===== config.mk =====
export PLATFORM = sky130hd
export DESIGN_NAME = mult_datapath_flat
export DESIGN_NICKNAME = d
export VERILOG_FILES = /design/src/rtl/mult_datapath_if.sv /design/src/rtl/mult_datapath.sv /design/src/flat_wrapper.sv
export SDC_FILE = /design/constraint.sdc
export NUM_CORES = 1
export LEC_CHECK = 0
export ABC_AREA = 1
export BUFFER_PORTS_ARGS = -buffer_cell sky130_fd_sc_hd__buf_2
export CORE_ASPECT_RATIO = 1.5
export CORE_MARGIN = 4
export CORE_UTILIZATION = 53
export DETAILED_ROUTE_END_ITERATION = 10
export PLACE_DENSITY = 0.85
export SLEW_MARGIN = 20
export SYNTH_ARGS = -nofsm -noshare
export SYNTH_HDL_FRONTEND = slang
export SYNTH_SLANG_ARGS = --single-unit

===== constraint.sdc =====
create_clock -name Clk -period 1.7 [get_ports Clk]
set_input_delay 0.17 -clock Clk [delete_from_list [all_inputs] [get_ports Clk]]
set_output_delay 0.17 -clock Clk [all_outputs]
set_load 0.02 [all_outputs]

===== src/rtl/mult_datapath_if.sv =====
// Operation strobes and register taps shared by the multiplier control FSM and its datapath.
interface mult_datapath_if #(
  parameter int WIDTH = 8
);
  logic             Clr_Ld;
  logic             Shift;
  logic             Add;
  logic             Sub;
  logic [WIDTH-1:0] S;
  logic [WIDTH-1:0] Aval;
  logic [WIDTH-1:0] Bval;
  logic             X;
  logic             M;

  modport master (
    output Clr_Ld, Shift, Add, Sub, S,
    input  Aval, Bval, X, M
  );

  modport slave (
    input  Clr_Ld, Shift, Add, Sub, S,
    output Aval, Bval, X, M
  );
endinterface


===== src/rtl/mult_datapath.sv =====
// Sign bit X, accumulator A and multiplier B for the signed add-shift multiplier.
// The product ends up in {A,B}; S is read live on each Clr_Ld/Add/Sub cycle.
module mult_datapath #(
  parameter int WIDTH = 8
) (
  input  logic           Clk,
  input  logic           Reset_n,
  mult_datapath_if.slave bus
);

  logic             x_reg;
  logic [WIDTH-1:0] a_reg;
  logic [WIDTH-1:0] b_reg;

  logic [WIDTH:0]   a_ext;
  logic [WIDTH:0]   s_operand;
  logic [WIDTH:0]   sum9;

  // One WIDTH+1 bit adder serves both Add and Sub: Sub inverts S and supplies the carry-in.
  always_comb begin
    a_ext     = {a_reg[WIDTH-1], a_reg};
    s_operand = {bus.S[WIDTH-1], bus.S} ^ {(WIDTH+1){bus.Sub}};
    sum9      = a_ext + s_operand + {{WIDTH{1'b0}}, bus.Sub};
  end

  always_ff @(posedge Clk or negedge Reset_n) begin
    if (!Reset_n) begin
      x_reg <= 1'b0;
      a_reg <= '0;
      b_reg <= '0;
    end else if (bus.Clr_Ld) begin
      x_reg <= 1'b0;
      a_reg <= '0;
      b_reg <= bus.S;
    end else if (bus.Sub || bus.Add) begin
      x_reg <= sum9[WIDTH];
      a_reg <= sum9[WIDTH-1:0];
    end else if (bus.Shift) begin
      // X is replicated into A rather than shifted, so the sign persists across all shifts.
      a_reg <= {x_reg, a_reg[WIDTH-1:1]};
      b_reg <= {a_reg[0], b_reg[WIDTH-1:1]};
    end
  end

  assign bus.Aval = a_reg;
  assign bus.Bval = b_reg;
  assign bus.X    = x_reg;
  assign bus.M    = b_reg[0];

endmodule


===== src/flat_wrapper.sv =====
// flat-port wrapper written by rule: the top's interface ports become plain ports
module mult_datapath_flat 
#(
  parameter int WIDTH = 8
)
  (Clk, Reset_n, bus_Clr_Ld, bus_Shift, bus_Add, bus_Sub, bus_S, bus_Aval, bus_Bval, bus_X, bus_M);
  mult_datapath_if #(.WIDTH(WIDTH)) bus_i ();
  input  logic Clk;
  input  logic Reset_n;
  input wire logic [$bits(bus_i.Clr_Ld)-1:0] bus_Clr_Ld;
  input wire logic [$bits(bus_i.Shift)-1:0] bus_Shift;
  input wire logic [$bits(bus_i.Add)-1:0] bus_Add;
  input wire logic [$bits(bus_i.Sub)-1:0] bus_Sub;
  input wire logic [$bits(bus_i.S)-1:0] bus_S;
  output wire logic [$bits(bus_i.Aval)-1:0] bus_Aval;
  output wire logic [$bits(bus_i.Bval)-1:0] bus_Bval;
  output wire logic [$bits(bus_i.X)-1:0] bus_X;
  output wire logic [$bits(bus_i.M)-1:0] bus_M;
  assign bus_i.Clr_Ld = bus_Clr_Ld;
  assign bus_i.Shift = bus_Shift;
  assign bus_i.Add = bus_Add;
  assign bus_i.Sub = bus_Sub;
  assign bus_i.S = bus_S;
  assign bus_Aval = bus_i.Aval;
  assign bus_Bval = bus_i.Bval;
  assign bus_X = bus_i.X;
  assign bus_M = bus_i.M;
  mult_datapath #(.WIDTH(WIDTH)) u_core (.Clk(Clk), .Reset_n(Reset_n), .bus(bus_i));
endmodule

# Word level (Yosys, flattened, before mapping)
# Index checks and enable logic that the tools add are counted.
# W data, S select, Z words.
[classes]
n_addsub = 2
n_eq_ne = 1
muxes = 8
bitwise = 1
n_reduce_logical = 5
[ops]
columns = ["operator", "count"]
rows = [
  ["$mux W8", 6],
  ["$add A9 B1 Y9", 1],
  ["$add A9 B9 Y9", 1],
  ["$xor A9 B9 Y9", 1],
  ["$reduce_bool A2 Y1", 2],
  ["$reduce_bool A3 Y1", 1],
  ["$mux W1", 2],
  ["$ne A2 B2 Y1 const B", 1],
  ["$reduce_and A2 Y1", 1],
  ["$logic_or A1 B1 Y1", 1],
]
[word_totals]
ff_bits = 17
elab_cells = 20

# Logic depth before layout (Yosys ltp)
[depth]
word_depth = 5
depth_mapped = 13
mapped_depth_nobuf = 12

# Least setup slack after synthesis
# Ideal clock, no wire load.
[synth_path]
path_type = "flip-flop to flip-flop"
start = "reg u_core.a_reg[0] (netlist: u_core.bus.Aval[0])"
end = "reg u_core.a_reg[4] (netlist: u_core.bus.Aval[4])"
t_arrival_ns = 1.509
setup_slack_ns = 0.070
path_stages_with_launch = 10
synth_period_minus_slack_ns = 1.630
cell_sequence = "dfrtp_1 nand2_1 nand2_2 fa_1 nand3_1 nand2_1 xnor2_1 nand2_1 o211ai_2 nand2_2"
[synth_between]
elab_chain_len = 4
[synth_rtl]
columns = ["item", "line", "source"]
rows = [
  ["from (decl)", "mult_datapath.sv:12", "logic [WIDTH-1:0] a_reg;"],
  ["from (signal assigned)", "mult_datapath.sv:37", "a_reg <= sum9[WIDTH-1:0];"],
  ["from (signal assigned)", "mult_datapath.sv:40", "a_reg <= {x_reg, a_reg[WIDTH-1:1]};"],
  ["$add A9 B9 Y9", "mult_datapath.sv:23", "sum9 = a_ext + s_operand + {{WIDTH{1'b0}}, bus.Sub};"],
  ["$add A9 B1 Y9", "mult_datapath.sv:23", ""],
  ["$mux W8", "mult_datapath.sv:35", "end else if (bus.Sub || bus.Add) begin"],
  ["$mux W8", "mult_datapath.sv:31", "end else if (bus.Clr_Ld) begin"],
]
# Every way passes these cells.
# A chain may end at the register's enable or synchronous reset.

# Worst setup path after layout
# Ends and elaborated chain as after synthesis.

==> impl_metrics.yaml <==
setup_path:
  rr_startpoint: "u_core.bus.Aval[0]"
  crit_fanout: 4
  critPathCaptureType: "flop"
  cpMostUsedCell: "nand2_2"
  arrival_ps: 1800
  critPathKind: "flop to flop"
  required_ps: 1900
  cpLargestDelayFamily: "simple AND/OR/NAND/NOR gates"
  slowest_stage: "dfrtp_1"
  cp_num_buf_inv: 0
  worstPathCellList: "nand2_2, nand2_2, fa_2, nand3_1, nand2_1, xnor2_1, nand2_1, o211ai_2, nand2_2"
  critPathMaxStageDelay_ps: 430
  startpoint: "u_core.bus.Aval[0]"
  critPathLaunchType: "flop"
clock_network:
  max-clock-path-buffers: 2
  cts_tree: "yes"
  htree_levels: 1
  cts_buffers: 3
  cts_root_buf: "clkbuf_4"
  clock_latency_ps: 300
  clock_sinks: 17
  path_clk_slew_ps: 110
synthesis:
  synth_top_cell_area_share_pct: 31.4
  synth_top_area_cell: "dfrtp_1"
  avgSynthCellArea_um2: 7.29
  synth.distinct_cells: 28
  synth_top_flop_cell: "dfrtp_1"
  mappedNetlistArea_um2: 1360
  synth_fp_nets: 210
  yosys_warnings: 0
  synth-seq-area-share_pct: 31.4
  async_flop_share_pct: 100
  synth_edf_count: 0
  synthTopCellsByArea: "dfrtp_1 31%, nand2_1 15%, ha_1 8.3%, inv_1 5.5%, o21ai_0 5.2%"
  synth_most_common_cell: "nand2_1"
  ys_ff_latch: 17
  ys_top_cells_by_count: "53 x nand2_1, 20 x inv_1, 17 x dfrtp_1, 14 x nor2_1, 14 x o21ai_0"
  synthCells: 186
sta:
  hold_viol: 0
  slew_headroom_pct: 73.0
  slew_violations: 0
  layout_min_cycle_time_ps: 1590
  fin_skew_ps: 3.60
  setup_violations: 0
  whs_ps: 125
  fin_crit_sh_pct: 93.7
  finalWorstSetupSlack_ps: 107
  rsz0062_at_grt: "false"
  fmaxAchievable_mhz: 628
  max_slew.worst_pin.slew_ps: 404
layout:
  antenna_cells: 0
  layoutNonFillerInstCount: 247
  layout-drive-gt1-share_pct: 28.7
  fillerInstances: 216
  nNetsFinal: 248
  syn_to_final_growth_pct: 18.7
power:
  power_density_nw_per_um2: 981
  clockPowerShare_pct: 14.5
  seq_power_share_pct: 34.9
  leakage_uw: 0.000904
  switching_share_pct: 44.0
  comb_power_share_pct: 50.6
  p_int_uw: 885
  irDropWorstVdd_uv: 560
  p_switching_uw: 695
  power.total_uw: 1580
min_path:
  worstHoldStart: "bus_Shift"
  min-delay-path-class: "primary input to flop"
route:
  drt_pass1_iterations: 4
  viasPerCell: 5.26
  dr.first_iter.drc_count: 20
  routed_wl_um: 3060
  via_count: 1298
  drc: 0
  wire_per_inst_um: 12.4
  antenna_left: 0
floorplan:
  core_um2: 2450
  start_util_pct: 55.4
  ios: 32
  dieArea_um2: 3450
  rows: 22
  die_w_um: 49.3
  die_height_um: 70.0
global_route:
  grt_pass1_wl_um: 5250
  grt-ovfl-total: 0
  antenna_found_initial: 0
  grt_pass1_vias: 1273
  grt_usage_pct: 18.9
  grt_max_degree: 18
job:
  cap_violations: 0
place:
  dpl.hpwl_um: 2480
  gp_congestion: 0.921
  place_ws_ps: -26.7
  portBuffers: 31
  place_inst: 241
status:
  status: "complete, no violations"
==> metal layers <==
layer / up-vias / wire length [µm] / global-route usage (%)
li1: 674 / - / -
met1: 575 / 1210 / 19.6
met2: 37 / 1590 / 35.5
met3: 12 / 151 / 2.35
met4: 0 / 109 / 10.4
met5: - / 0 / 0
==> layout by cell type (no fill, tap or decap), types with 6 or more instances in the layout <==
cell	n
nand2_1	52
buf_2	31
inv_1	20
dfrtp_1	16
nor2_1	14
o21ai_0	14
nand3_1	10
nand2_2	9
ha_1	8
xor2_1	7
buf_4	6
==> final timing paths <==
| kind | cells past startpoint | slack (ps) | to |
|---|---|---|---|
| setup / recovery | 9 | 110 | u_core.bus.Aval[4] |
| hold / removal | 2 | 130 | u_core.bus.Aval[2] |
| setup reg to reg | 9 | 110 | u_core.bus.Aval[4] |
| hold reg to reg | 2 | 540 | u_core.bus.X |
| max in group asynchronous | 2 | 1090 | u_core.bus.Aval[4] |
| min in group asynchronous | 2 | 310 | u_core.bus.Aval[3] |
==> through the flow <==
step	setup TNS, ps	instance area, µm²	utilization (%)
finish	0	1610	65.7
global route	0	1610	65.7
CTS	0	1580	64.5
detailed placement	-47.0	1540	63.0
global placement	0	1540	63.0
floorplan	0	1360	-
==> sequential cells by signal, summed over array words and instances (netlist names) <==
register and count:
u_core.bus.Bval 8, u_core.bus.X 1, u_core.bus.Aval 8
==> worst register-to-register path: cells and delay by family, from the launching register on <==
family                     cells  cell delay, ps
and+or+nand+nor                6             460
DFF                            1             430
adders and majority gates      1             370
xor gates and xnor gates       1             140
AOI/OAI and AO/OA              1              70
==> area by class of cell <==
cell class              count  area (µm²)  share of cell area (%)
inverters                  24        95.1                    5.91
clock buffers               3        22.5                    1.40
multi-input cells         140         821                    51.0
flip-flops and latches     17         427                    26.5
clock inverters             1        5.00                   0.311
repair buffers             38         210                    13.1
well taps                  24        30.0                    1.86
==> cells by family (layout without fill, tap and decap cells) <==
kind of cell / Yosys count / after routing / share of synthesized area, %
xor gates and xnor gates: 8 / 8 / 5.17
and+or+nand+nor: 93 / 93 / 31.4
AOI/OAI and AO/OA: 29 / 29 / 12.6
adders and majority gates: 10 / 10 / 9.78
buffers and inverters: 29 / 66 / 9.69
DFF: 17 / 17 / 31.4
==> timing repair <==
action | CTS | global route
hold buffers | 1 | 0
gates resized for setup | 0 | 5
endpoints found under the setup margin | 0 | 6
setup buffers | 0 | 1
hold endpoints to repair | 17 | 0
==> power groups by stage <==
stage	logic, µW	registers, µW	clock network, µW
after floorplan	470	637	0
after global placement	760	555	0
after detailed placement	774	555	0
after CTS	780	549	230
after global routing	909	567	253
final	799	552	229
Note: power is estimated with default switching activity, not from simulation.
